==> config.mk <==
export PLATFORM = sky130hd
export DESIGN_NAME = axi2iob_flat
export DESIGN_NICKNAME = d
export VERILOG_FILES = /design/src/rtl/axi2iob_if.sv /design/src/rtl/axi2iob.sv /design/src/flat_wrapper.sv
export SDC_FILE = /design/constraint.sdc
export NUM_CORES = 1
export LEC_CHECK = 0
export CAP_MARGIN = 30
export CELL_PAD_IN_SITES_DETAIL_PLACEMENT = 1
export CELL_PAD_IN_SITES_GLOBAL_PLACEMENT = 1
export CORE_UTILIZATION = 28
export CTS_BUF_LIST = sky130_fd_sc_hd__clkbuf_8
export DETAILED_ROUTE_END_ITERATION = 10
export PLACE_DENSITY_LB_ADDON = 0.25
export REMOVE_ABC_BUFFERS = 1
export SYNTH_ARGS = -nofsm -noshare
export SYNTH_HDL_FRONTEND = slang
export SYNTH_SLANG_ARGS = --single-unit
==> constraint.sdc <==
create_clock -name clk_i -period 2.6 [get_ports clk_i]
set_input_delay 0.52 -clock clk_i [delete_from_list [all_inputs] [get_ports clk_i]]
set_output_delay 0.52 -clock clk_i [all_outputs]
set_load 0.01 [all_outputs]
==> src/rtl/axi2iob_if.sv <==
// axi2iob_if: AXI4 slave channels and IOb master bus bundled for the bridge
interface axi2iob_if #(
  parameter int ADDR_WIDTH   = 32,
  parameter int DATA_WIDTH   = 32,
  parameter int STRB_WIDTH   = DATA_WIDTH / 8,
  parameter int AXI_ID_WIDTH = 8
);
  logic [AXI_ID_WIDTH-1:0] axi_awid_i;
  logic [ADDR_WIDTH-1:0]   axi_awaddr_i;
  logic [7:0]              axi_awlen_i;
  logic [1:0]              axi_awburst_i;
  logic                    axi_awvalid_i;
  logic                    axi_awready_o;
  logic [DATA_WIDTH-1:0]   axi_wdata_i;
  logic [STRB_WIDTH-1:0]   axi_wstrb_i;
  logic                    axi_wlast_i;
  logic                    axi_wvalid_i;
  logic                    axi_wready_o;
  logic [AXI_ID_WIDTH-1:0] axi_bid_o;
  logic [1:0]              axi_bresp_o;
  logic                    axi_bvalid_o;
  logic                    axi_bready_i;
  logic [AXI_ID_WIDTH-1:0] axi_arid_i;
  logic [ADDR_WIDTH-1:0]   axi_araddr_i;
  logic [7:0]              axi_arlen_i;
  logic [1:0]              axi_arburst_i;
  logic                    axi_arvalid_i;
  logic                    axi_arready_o;
  logic [AXI_ID_WIDTH-1:0] axi_rid_o;
  logic [DATA_WIDTH-1:0]   axi_rdata_o;
  logic [1:0]              axi_rresp_o;
  logic                    axi_rlast_o;
  logic                    axi_rvalid_o;
  logic                    axi_rready_i;
  logic                    iob_avalid_o;
  logic [ADDR_WIDTH-1:0]   iob_addr_o;
  logic [DATA_WIDTH-1:0]   iob_wdata_o;
  logic [STRB_WIDTH-1:0]   iob_wstrb_o;
  logic [DATA_WIDTH-1:0]   iob_rdata_i;
  logic                    iob_rvalid_i;
  logic                    iob_ready_i;
  modport slave (
    input  axi_awid_i, axi_awaddr_i, axi_awlen_i, axi_awburst_i, axi_awvalid_i,
    output axi_awready_o,
    input  axi_wdata_i, axi_wstrb_i, axi_wlast_i, axi_wvalid_i,
    output axi_wready_o,
    output axi_bid_o, axi_bresp_o, axi_bvalid_o,
    input  axi_bready_i,
    input  axi_arid_i, axi_araddr_i, axi_arlen_i, axi_arburst_i, axi_arvalid_i,
    output axi_arready_o,
    output axi_rid_o, axi_rdata_o, axi_rresp_o, axi_rlast_o, axi_rvalid_o,
    input  axi_rready_i,
    output iob_avalid_o, iob_addr_o, iob_wdata_o, iob_wstrb_o,
    input  iob_rdata_i, iob_rvalid_i, iob_ready_i
  );
  modport master (
    output axi_awid_i, axi_awaddr_i, axi_awlen_i, axi_awburst_i, axi_awvalid_i,
    input  axi_awready_o,
    output axi_wdata_i, axi_wstrb_i, axi_wlast_i, axi_wvalid_i,
    input  axi_wready_o,
    input  axi_bid_o, axi_bresp_o, axi_bvalid_o,
    output axi_bready_i,
    output axi_arid_i, axi_araddr_i, axi_arlen_i, axi_arburst_i, axi_arvalid_i,
    input  axi_arready_o,
    input  axi_rid_o, axi_rdata_o, axi_rresp_o, axi_rlast_o, axi_rvalid_o,
    output axi_rready_i,
    input  iob_avalid_o, iob_addr_o, iob_wdata_o, iob_wstrb_o,
    output iob_rdata_i, iob_rvalid_i, iob_ready_i
  );
endinterface

==> src/rtl/axi2iob.sv <==
// axi2iob: serves one AXI4 burst at a time as a sequence of single IOb accesses
module axi2iob #(
  parameter int ADDR_WIDTH   = 32,
  parameter int DATA_WIDTH   = 32,
  parameter int STRB_WIDTH   = DATA_WIDTH / 8,
  parameter int AXI_ID_WIDTH = 8
) (
  input logic clk_i,
  input logic arst_n_i,
  input logic cke_i,
  axi2iob_if.slave bus
);
  typedef enum logic [2:0] {IDLE, WR_DATA, WR_RESP, RD_REQ, RD_WAIT, RD_RESP} state_t;
  state_t state, state_nxt;
  logic [AXI_ID_WIDTH-1:0] id;
  logic [ADDR_WIDTH-1:0] addr, addr_nxt;
  logic [7:0] len, cnt;
  logic [1:0] burst, bresp;
  logic [DATA_WIDTH-1:0] rdata;
  logic pri_wr, err, en, last, gnt_w, gnt_r, grant, wbeat, rbeat, wlast_bad;
  // handshakes are suppressed while the clock is disabled so no transfer is acknowledged without being taken
  assign en = cke_i & arst_n_i;
  // the counter never passes len, so an 8-bit compare covers 256-beat bursts
  assign last = cnt == len;
  assign gnt_w = bus.axi_awvalid_i & (~bus.axi_arvalid_i | pri_wr);
  assign gnt_r = bus.axi_arvalid_i & (~bus.axi_awvalid_i | ~pri_wr);
  assign grant = state == IDLE & (gnt_w | gnt_r);
  assign wbeat = state == WR_DATA & bus.axi_wvalid_i & bus.iob_ready_i;
  assign rbeat = state == RD_RESP & bus.axi_rready_i;
  assign wlast_bad = bus.axi_wlast_i != last;
  assign addr_nxt = burst == 2'b00 ? addr : addr + ADDR_WIDTH'(STRB_WIDTH);
  assign bus.iob_addr_o = addr;
  assign bus.axi_bid_o = id;
  assign bus.axi_rid_o = id;
  assign bus.axi_bresp_o = bresp;
  assign bus.axi_rdata_o = rdata;
  assign bus.axi_rresp_o = 2'b00;
  // state register
  always_ff @(posedge clk_i or negedge arst_n_i)
    if (!arst_n_i) state <= IDLE;
    else if (cke_i) state <= state_nxt;
  // next state and per-state bus outputs
  always_comb begin
    state_nxt = state;
    bus.axi_awready_o = 1'b0;
    bus.axi_arready_o = 1'b0;
    bus.axi_wready_o = 1'b0;
    bus.axi_bvalid_o = 1'b0;
    bus.axi_rvalid_o = 1'b0;
    bus.axi_rlast_o = 1'b0;
    bus.iob_avalid_o = 1'b0;
    bus.iob_wdata_o = '0;
    bus.iob_wstrb_o = '0;
    case (state)
      IDLE: begin
        bus.axi_awready_o = en & gnt_w;
        bus.axi_arready_o = en & gnt_r;
        state_nxt = gnt_w ? WR_DATA : gnt_r ? RD_REQ : IDLE;
      end
      WR_DATA: begin
        bus.iob_avalid_o = en & bus.axi_wvalid_i;
        bus.iob_wdata_o = bus.axi_wdata_i;
        bus.iob_wstrb_o = bus.axi_wstrb_i;
        bus.axi_wready_o = en & bus.iob_ready_i;
        state_nxt = wbeat & last ? WR_RESP : WR_DATA;
      end
      WR_RESP: begin
        bus.axi_bvalid_o = en;
        state_nxt = bus.axi_bready_i ? IDLE : WR_RESP;
      end
      RD_REQ: begin
        bus.iob_avalid_o = en;
        state_nxt = bus.iob_ready_i ? RD_WAIT : RD_REQ;
      end
      RD_WAIT: state_nxt = bus.iob_rvalid_i ? RD_RESP : RD_WAIT;
      RD_RESP: begin
        bus.axi_rvalid_o = en;
        bus.axi_rlast_o = last;
        state_nxt = rbeat ? (last ? IDLE : RD_REQ) : RD_RESP;
      end
      default: state_nxt = IDLE;
    endcase
  end
  // burst context, beat counter, write error tracking and read data capture
  always_ff @(posedge clk_i or negedge arst_n_i)
    if (!arst_n_i) begin
      id <= '0;
      addr <= '0;
      len <= '0;
      burst <= '0;
      cnt <= '0;
      pri_wr <= 1'b1;
      err <= 1'b0;
      bresp <= 2'b00;
      rdata <= '0;
    end else if (cke_i) begin
      if (grant) begin
        id <= gnt_w ? bus.axi_awid_i : bus.axi_arid_i;
        addr <= gnt_w ? bus.axi_awaddr_i : bus.axi_araddr_i;
        len <= gnt_w ? bus.axi_awlen_i : bus.axi_arlen_i;
        burst <= gnt_w ? bus.axi_awburst_i : bus.axi_arburst_i;
        cnt <= '0;
        err <= 1'b0;
        pri_wr <= ~gnt_w;
      end
      if (wbeat) begin
        err <= err | wlast_bad;
        bresp <= err | wlast_bad ? 2'b10 : 2'b00;
      end
      if ((wbeat | rbeat) & ~last) begin
        cnt <= cnt + 8'd1;
        addr <= addr_nxt;
      end
      if (state == RD_WAIT & bus.iob_rvalid_i) rdata <= bus.iob_rdata_i;
    end
endmodule
==> src/flat_wrapper.sv <==
// flat-port wrapper written by rule: the top's interface ports become plain ports
module axi2iob_flat 
#(
  parameter int ADDR_WIDTH   = 32,
  parameter int DATA_WIDTH   = 32,
  parameter int STRB_WIDTH   = DATA_WIDTH / 8,
  parameter int AXI_ID_WIDTH = 8
)
  (clk_i, arst_n_i, cke_i, bus_axi_awid_i, bus_axi_awaddr_i, bus_axi_awlen_i, bus_axi_awburst_i, bus_axi_awvalid_i, bus_axi_awready_o, bus_axi_wdata_i, bus_axi_wstrb_i, bus_axi_wlast_i, bus_axi_wvalid_i, bus_axi_wready_o, bus_axi_bid_o, bus_axi_bresp_o, bus_axi_bvalid_o, bus_axi_bready_i, bus_axi_arid_i, bus_axi_araddr_i, bus_axi_arlen_i, bus_axi_arburst_i, bus_axi_arvalid_i, bus_axi_arready_o, bus_axi_rid_o, bus_axi_rdata_o, bus_axi_rresp_o, bus_axi_rlast_o, bus_axi_rvalid_o, bus_axi_rready_i, bus_iob_avalid_o, bus_iob_addr_o, bus_iob_wdata_o, bus_iob_wstrb_o, bus_iob_rdata_i, bus_iob_rvalid_i, bus_iob_ready_i);
  axi2iob_if #(.ADDR_WIDTH(ADDR_WIDTH), .DATA_WIDTH(DATA_WIDTH), .STRB_WIDTH(STRB_WIDTH), .AXI_ID_WIDTH(AXI_ID_WIDTH)) bus_i ();
  input logic clk_i;
  input logic arst_n_i;
  input logic cke_i;
  input wire logic [$bits(bus_i.axi_awid_i)-1:0] bus_axi_awid_i;
  input wire logic [$bits(bus_i.axi_awaddr_i)-1:0] bus_axi_awaddr_i;
  input wire logic [$bits(bus_i.axi_awlen_i)-1:0] bus_axi_awlen_i;
  input wire logic [$bits(bus_i.axi_awburst_i)-1:0] bus_axi_awburst_i;
  input wire logic [$bits(bus_i.axi_awvalid_i)-1:0] bus_axi_awvalid_i;
  output wire logic [$bits(bus_i.axi_awready_o)-1:0] bus_axi_awready_o;
  input wire logic [$bits(bus_i.axi_wdata_i)-1:0] bus_axi_wdata_i;
  input wire logic [$bits(bus_i.axi_wstrb_i)-1:0] bus_axi_wstrb_i;
  input wire logic [$bits(bus_i.axi_wlast_i)-1:0] bus_axi_wlast_i;
  input wire logic [$bits(bus_i.axi_wvalid_i)-1:0] bus_axi_wvalid_i;
  output wire logic [$bits(bus_i.axi_wready_o)-1:0] bus_axi_wready_o;
  output wire logic [$bits(bus_i.axi_bid_o)-1:0] bus_axi_bid_o;
  output wire logic [$bits(bus_i.axi_bresp_o)-1:0] bus_axi_bresp_o;
  output wire logic [$bits(bus_i.axi_bvalid_o)-1:0] bus_axi_bvalid_o;
  input wire logic [$bits(bus_i.axi_bready_i)-1:0] bus_axi_bready_i;
  input wire logic [$bits(bus_i.axi_arid_i)-1:0] bus_axi_arid_i;
  input wire logic [$bits(bus_i.axi_araddr_i)-1:0] bus_axi_araddr_i;
  input wire logic [$bits(bus_i.axi_arlen_i)-1:0] bus_axi_arlen_i;
  input wire logic [$bits(bus_i.axi_arburst_i)-1:0] bus_axi_arburst_i;
  input wire logic [$bits(bus_i.axi_arvalid_i)-1:0] bus_axi_arvalid_i;
  output wire logic [$bits(bus_i.axi_arready_o)-1:0] bus_axi_arready_o;
  output wire logic [$bits(bus_i.axi_rid_o)-1:0] bus_axi_rid_o;
  output wire logic [$bits(bus_i.axi_rdata_o)-1:0] bus_axi_rdata_o;
  output wire logic [$bits(bus_i.axi_rresp_o)-1:0] bus_axi_rresp_o;
  output wire logic [$bits(bus_i.axi_rlast_o)-1:0] bus_axi_rlast_o;
  output wire logic [$bits(bus_i.axi_rvalid_o)-1:0] bus_axi_rvalid_o;
  input wire logic [$bits(bus_i.axi_rready_i)-1:0] bus_axi_rready_i;
  output wire logic [$bits(bus_i.iob_avalid_o)-1:0] bus_iob_avalid_o;
  output wire logic [$bits(bus_i.iob_addr_o)-1:0] bus_iob_addr_o;
  output wire logic [$bits(bus_i.iob_wdata_o)-1:0] bus_iob_wdata_o;
  output wire logic [$bits(bus_i.iob_wstrb_o)-1:0] bus_iob_wstrb_o;
  input wire logic [$bits(bus_i.iob_rdata_i)-1:0] bus_iob_rdata_i;
  input wire logic [$bits(bus_i.iob_rvalid_i)-1:0] bus_iob_rvalid_i;
  input wire logic [$bits(bus_i.iob_ready_i)-1:0] bus_iob_ready_i;
  assign bus_i.axi_awid_i = bus_axi_awid_i;
  assign bus_i.axi_awaddr_i = bus_axi_awaddr_i;
  assign bus_i.axi_awlen_i = bus_axi_awlen_i;
  assign bus_i.axi_awburst_i = bus_axi_awburst_i;
  assign bus_i.axi_awvalid_i = bus_axi_awvalid_i;
  assign bus_axi_awready_o = bus_i.axi_awready_o;
  assign bus_i.axi_wdata_i = bus_axi_wdata_i;
  assign bus_i.axi_wstrb_i = bus_axi_wstrb_i;
  assign bus_i.axi_wlast_i = bus_axi_wlast_i;
  assign bus_i.axi_wvalid_i = bus_axi_wvalid_i;
  assign bus_axi_wready_o = bus_i.axi_wready_o;
  assign bus_axi_bid_o = bus_i.axi_bid_o;
  assign bus_axi_bresp_o = bus_i.axi_bresp_o;
  assign bus_axi_bvalid_o = bus_i.axi_bvalid_o;
  assign bus_i.axi_bready_i = bus_axi_bready_i;
  assign bus_i.axi_arid_i = bus_axi_arid_i;
  assign bus_i.axi_araddr_i = bus_axi_araddr_i;
  assign bus_i.axi_arlen_i = bus_axi_arlen_i;
  assign bus_i.axi_arburst_i = bus_axi_arburst_i;
  assign bus_i.axi_arvalid_i = bus_axi_arvalid_i;
  assign bus_axi_arready_o = bus_i.axi_arready_o;
  assign bus_axi_rid_o = bus_i.axi_rid_o;
  assign bus_axi_rdata_o = bus_i.axi_rdata_o;
  assign bus_axi_rresp_o = bus_i.axi_rresp_o;
  assign bus_axi_rlast_o = bus_i.axi_rlast_o;
  assign bus_axi_rvalid_o = bus_i.axi_rvalid_o;
  assign bus_i.axi_rready_i = bus_axi_rready_i;
  assign bus_iob_avalid_o = bus_i.iob_avalid_o;
  assign bus_iob_addr_o = bus_i.iob_addr_o;
  assign bus_iob_wdata_o = bus_i.iob_wdata_o;
  assign bus_iob_wstrb_o = bus_i.iob_wstrb_o;
  assign bus_i.iob_rdata_i = bus_iob_rdata_i;
  assign bus_i.iob_rvalid_i = bus_iob_rvalid_i;
  assign bus_i.iob_ready_i = bus_iob_ready_i;
  axi2iob #(.ADDR_WIDTH(ADDR_WIDTH), .DATA_WIDTH(DATA_WIDTH), .STRB_WIDTH(STRB_WIDTH), .AXI_ID_WIDTH(AXI_ID_WIDTH)) u_core (.clk_i(clk_i), .arst_n_i(arst_n_i), .cke_i(cke_i), .bus(bus_i));
endmodule
==> results.cfg, run 1 <==
[clock_network]
cts_tree = done
htreeDepth = 3
cts.sinks = 96
cts_made_buffers = 9
cts_buffer_depth = 2
clock-root-buffer = clkbuf_8
cts.clk_slew.worst_paths_ns = 0.11
clock_latency_ns = 0.39

[global_route]
grt_max_degree = 60
grt_overflow = 0
grt_pass1_vias = 5931
use_met2_pct = 34.6
grt_pass1_wl_um = 33200
globalRoute.busiestLayer = met2
antenna_found_initial = 1
use_met1_pct = 26.6
grt_use_total_pct = 21.0
grt_use_met3_pct = 6.26

[synthesis]
synth-simple-area-share_pct = 26.0
ys.flop_type = dfrtp_1
ys_types = 62
synthXorXnorAreaFrac_pct = 1.85
yosys.area.top_type = dfrtp_1
syn_avg_cell_area_sq_um = 8.62
netlist_top_cells_area = dfrtp_1 42%, nand2_1 7.7%, mux2_2 6.1%
synth_area_sq_um = 5690
synth_compound_area_share_pct = 15.9
synth-edff-count = 0
synth_cells = 660
ys_top_cells_by_count = 116 x nand2_1, 95 x dfrtp_1, 57 x nor2_1, 40 x and2_1, 38 x a21oi_1
synth_adder_area_share_pct = 0.440
netlist.area_leader.share_pct = 41.8
yosysMostFrequentCell = nand2_1
muxShareOfSynthArea_pct = 7.57
ys_ff_latch = 96
synth_top_family_by_area = simple AND/OR/NAND/NOR gates
async_reset_ff_share_pct = 100
yosysSeqAreaShare_pct = 42.3
ys_warn_count = 0

[placed_design]
gp_congestion = 0.781
port_buffers = 302
post-place-cells = 1208
dp_hpwl_um = 16500

[power]
switching_share_pct = 40.3
p_sw_uw = 3560
seqPwrFrac_pct = 30.6
pwr-share-comb_pct = 57.9
p_int_uw = 5270
pwr-share-clk_pct = 11.5
p_per_area_nw_per_um2 = 927
p_leak_uw = 0.00424
p_total_uw = 8840
ir_worst_vdd_uv = 362

[worst_setup_path]
path_delay_family = buffers and inverters
reg2reg_slack_ns = 0.42
end_kind = primary output
crit_buf_inv = 2
reg2reg_to = u_core.bus.iob_addr_o[13]
start_kind = flop
cp_cell_sequence = nand2b_2, nor2_4, buf_12, and2_1, clkdlybuf4s50_1
path_class = reg2out
cp_slowest_cell = clkdlybuf4s50_1
arrival_ns = 2.00
timing.rr.start = u_core.state[2]
worstPathMaxFanout = 19
cp_data_required_time_ns = 2.08
r2r_cells = 8
max_stage_delay_ns = 0.54

[route]
firstDrtPassIters = 4
routedWlPerCell_um = 17.8
routed_wl_um = 21800
via_count = 6056
routed_via_density = 4.93
drc = 0
ant_nets = 0
drt_iter0_markers = 256

[layout]
diodes = 0
syn2layout_area_growth_pct = 67.5
layout.nets = 1140
stdcell_count = 1229
drive_above_1_share_pct = 13.0

[floorplanning]
fp-row-count = 51
dieWidth_um = 145
start_util_pct = 28.8
core_sq_um = 19700
die_area_sq_um = 20900
die_h_um = 145
ios = 306

[timing]
finalClockSkew_ns = 0.0165
relSlewSlack_pct = 47.5
min_period_ns = 2.52
finalCritPeriodShare_pct = 97.1
fmax_mhz = 396
worst_pin_slew_ns = 0.787
slew_viol_final = 0
setup_viol = 0
report.final.hold_viol_count = 0

[run]
drv_cap = 0

[worst_hold_path]
hold_class = in2async

[run_status]
outcome = complete, no violations
[logic make-up after synthesis]
family                     Yosys count
and+or+nand+nor                    304
DFF                                 96
other                                1
adders and majority gates            2
buffers and inverters               64
AOI/OAI and AO/OA                  142
xor gates and xnor gates            12
muxes                               39
[worst reg2reg max path: stages (launching register included)]
cell	delay, ns
dfrtp_1	0.47
buf_4	0.20
nand2_1	0.09
a21oi_2	0.26
o211ai_2	0.25
a22oi_2	0.38
buf_4	0.22
o21ai_0	0.09
a21oi_1	0.16
[sequential cells by signal (all words and copies together) (netlist names)]
| name | flops |
|---|---|
| u_core.burst | 2 |
| u_core.bus.axi_bid_o | 8 |
| u_core.bus.axi_bresp_o | 1 |
| u_core.bus.axi_rdata_o | 32 |
| u_core.bus.iob_addr_o | 32 |
| u_core.cnt | 8 |
| u_core.err | 1 |
| u_core.len | 8 |
| u_core.pri_wr | 1 |
| u_core.state | 3 |
[cell usage in the layout, fill, tap and decap left out, types with 7 or more instances in the layout]
master	synthesis	final
clkdlybuf4s50_1	0	263
nand2_1	116	115
dfrtp_1	95	90
nor2_1	57	56
and2_1	40	40
a21oi_1	38	38
buf_4	12	32
nand3_1	31	31
mux2_2	31	31
o21ai_0	30	30
a31oi_1	25	25
dlygate4sd2_1	0	20
dlymetal6s2s_1	0	18
nand4_1	12	12
and3_1	12	12
clkbuf_8	0	9
buf_12	0	9
xnor2_2	0	8
inv_1	7	7
mux2i_1	7	7
a2bb2oi_1	7	7
o22a_1	7	7
[layout make-up]
type,count,area (sq um)
tap,265,332
timing repair buffer,343,3490
fill,2249,10200
inverter,7,26.3
clock buffer,9,124
multi-input combinational,502,3080
sequential,96,2410
clock inverter,7,73.8
[metal layers]
| metal | vias up | part of all wire, % | wire length (um) |
|---|---|---|---|
| met4 | 2 | 1.0 | 225 |
| met1 | 2928 | 44 | 9610 |
| met2 | 212 | 46 | 10100 |
| met5 | - | 0.037 | 8 |
| met3 | 19 | 8.5 | 1860 |
| li1 | 2895 | - | - |
[what timing repair did]
action,4_1_cts,5_1_grt
pin swaps,0,0
endpoints found under the setup margin,43,18
hold buffers,0,0
resized for setup,35,24
buffers inserted,4,0
cloned,1,0
[per-stage QoR]
| stage | cell area, sq um | utilization, % | TNS (ns) | hold WS, ns | worst slack [ns] |
|---|---|---|---|---|---|
| global placement | 9160 | 46.4 | -0.594 | 0.466 | -0.136 |
| global route | 9530 | 48.3 | -0.0101 | 0.207 | -0.0101 |
| finish | 9530 | 48.3 | 0 | 0.188 | 0.0758 |
| CTS | 9450 | 47.9 | 0 | 0.192 | 0.00627 |
| floorplan | 5390 | - | -42.14 | 0.224 | -1.19 |
| detailed placement | 9160 | 46.4 | -1.28 | 0.476 | -0.202 |
[power groups by stage]
stage | registers, uW | clock network, uW | logic (uW)
3_3_place_gp | 2690 | 0 | 4970
6_report | 2700 | 1010 | 5120
2_1_floorplan | 2860 | 0 | 1940
4_1_cts | 2700 | 1060 | 5190
3_5_place_dp | 2720 | 0 | 5050
5_1_grt | 2800 | 1110 | 5560
[worst max path at each step]
stage	from	to	slack [ns]	depth (start not counted)
floorplan	u_core.state[0]	u_core.cnt[3]	-1.19	5
global placement	cke_i	bus_iob_avalid_o	-0.14	5
detailed placement	cke_i	bus_iob_avalid_o	-0.20	5
CTS	u_core.len[7]	bus_axi_rlast_o	0.006	5
global route	u_core.state[1]	bus_iob_wdata_o[4]	-0.01	5
finish	u_core.state[1]	bus_iob_wdata_o[4]	0.08	5
Note: power is estimated with default switching activity, not from simulation.
==> run 2, diff against run 1 <==
--- a/config.mk
+++ b/config.mk
@@ -10,6 +10,7 @@
 export CELL_PAD_IN_SITES_GLOBAL_PLACEMENT = 1
 export CORE_UTILIZATION = 28
 export CTS_BUF_LIST = sky130_fd_sc_hd__clkbuf_8
+export CTS_CLUSTER_SIZE = 20
 export DETAILED_ROUTE_END_ITERATION = 10
 export PLACE_DENSITY_LB_ADDON = 0.25
 export REMOVE_ABC_BUFFERS = 1
==> results of run 2 <==
No change in the layout: final DEF, timing and power equal those of run 1.
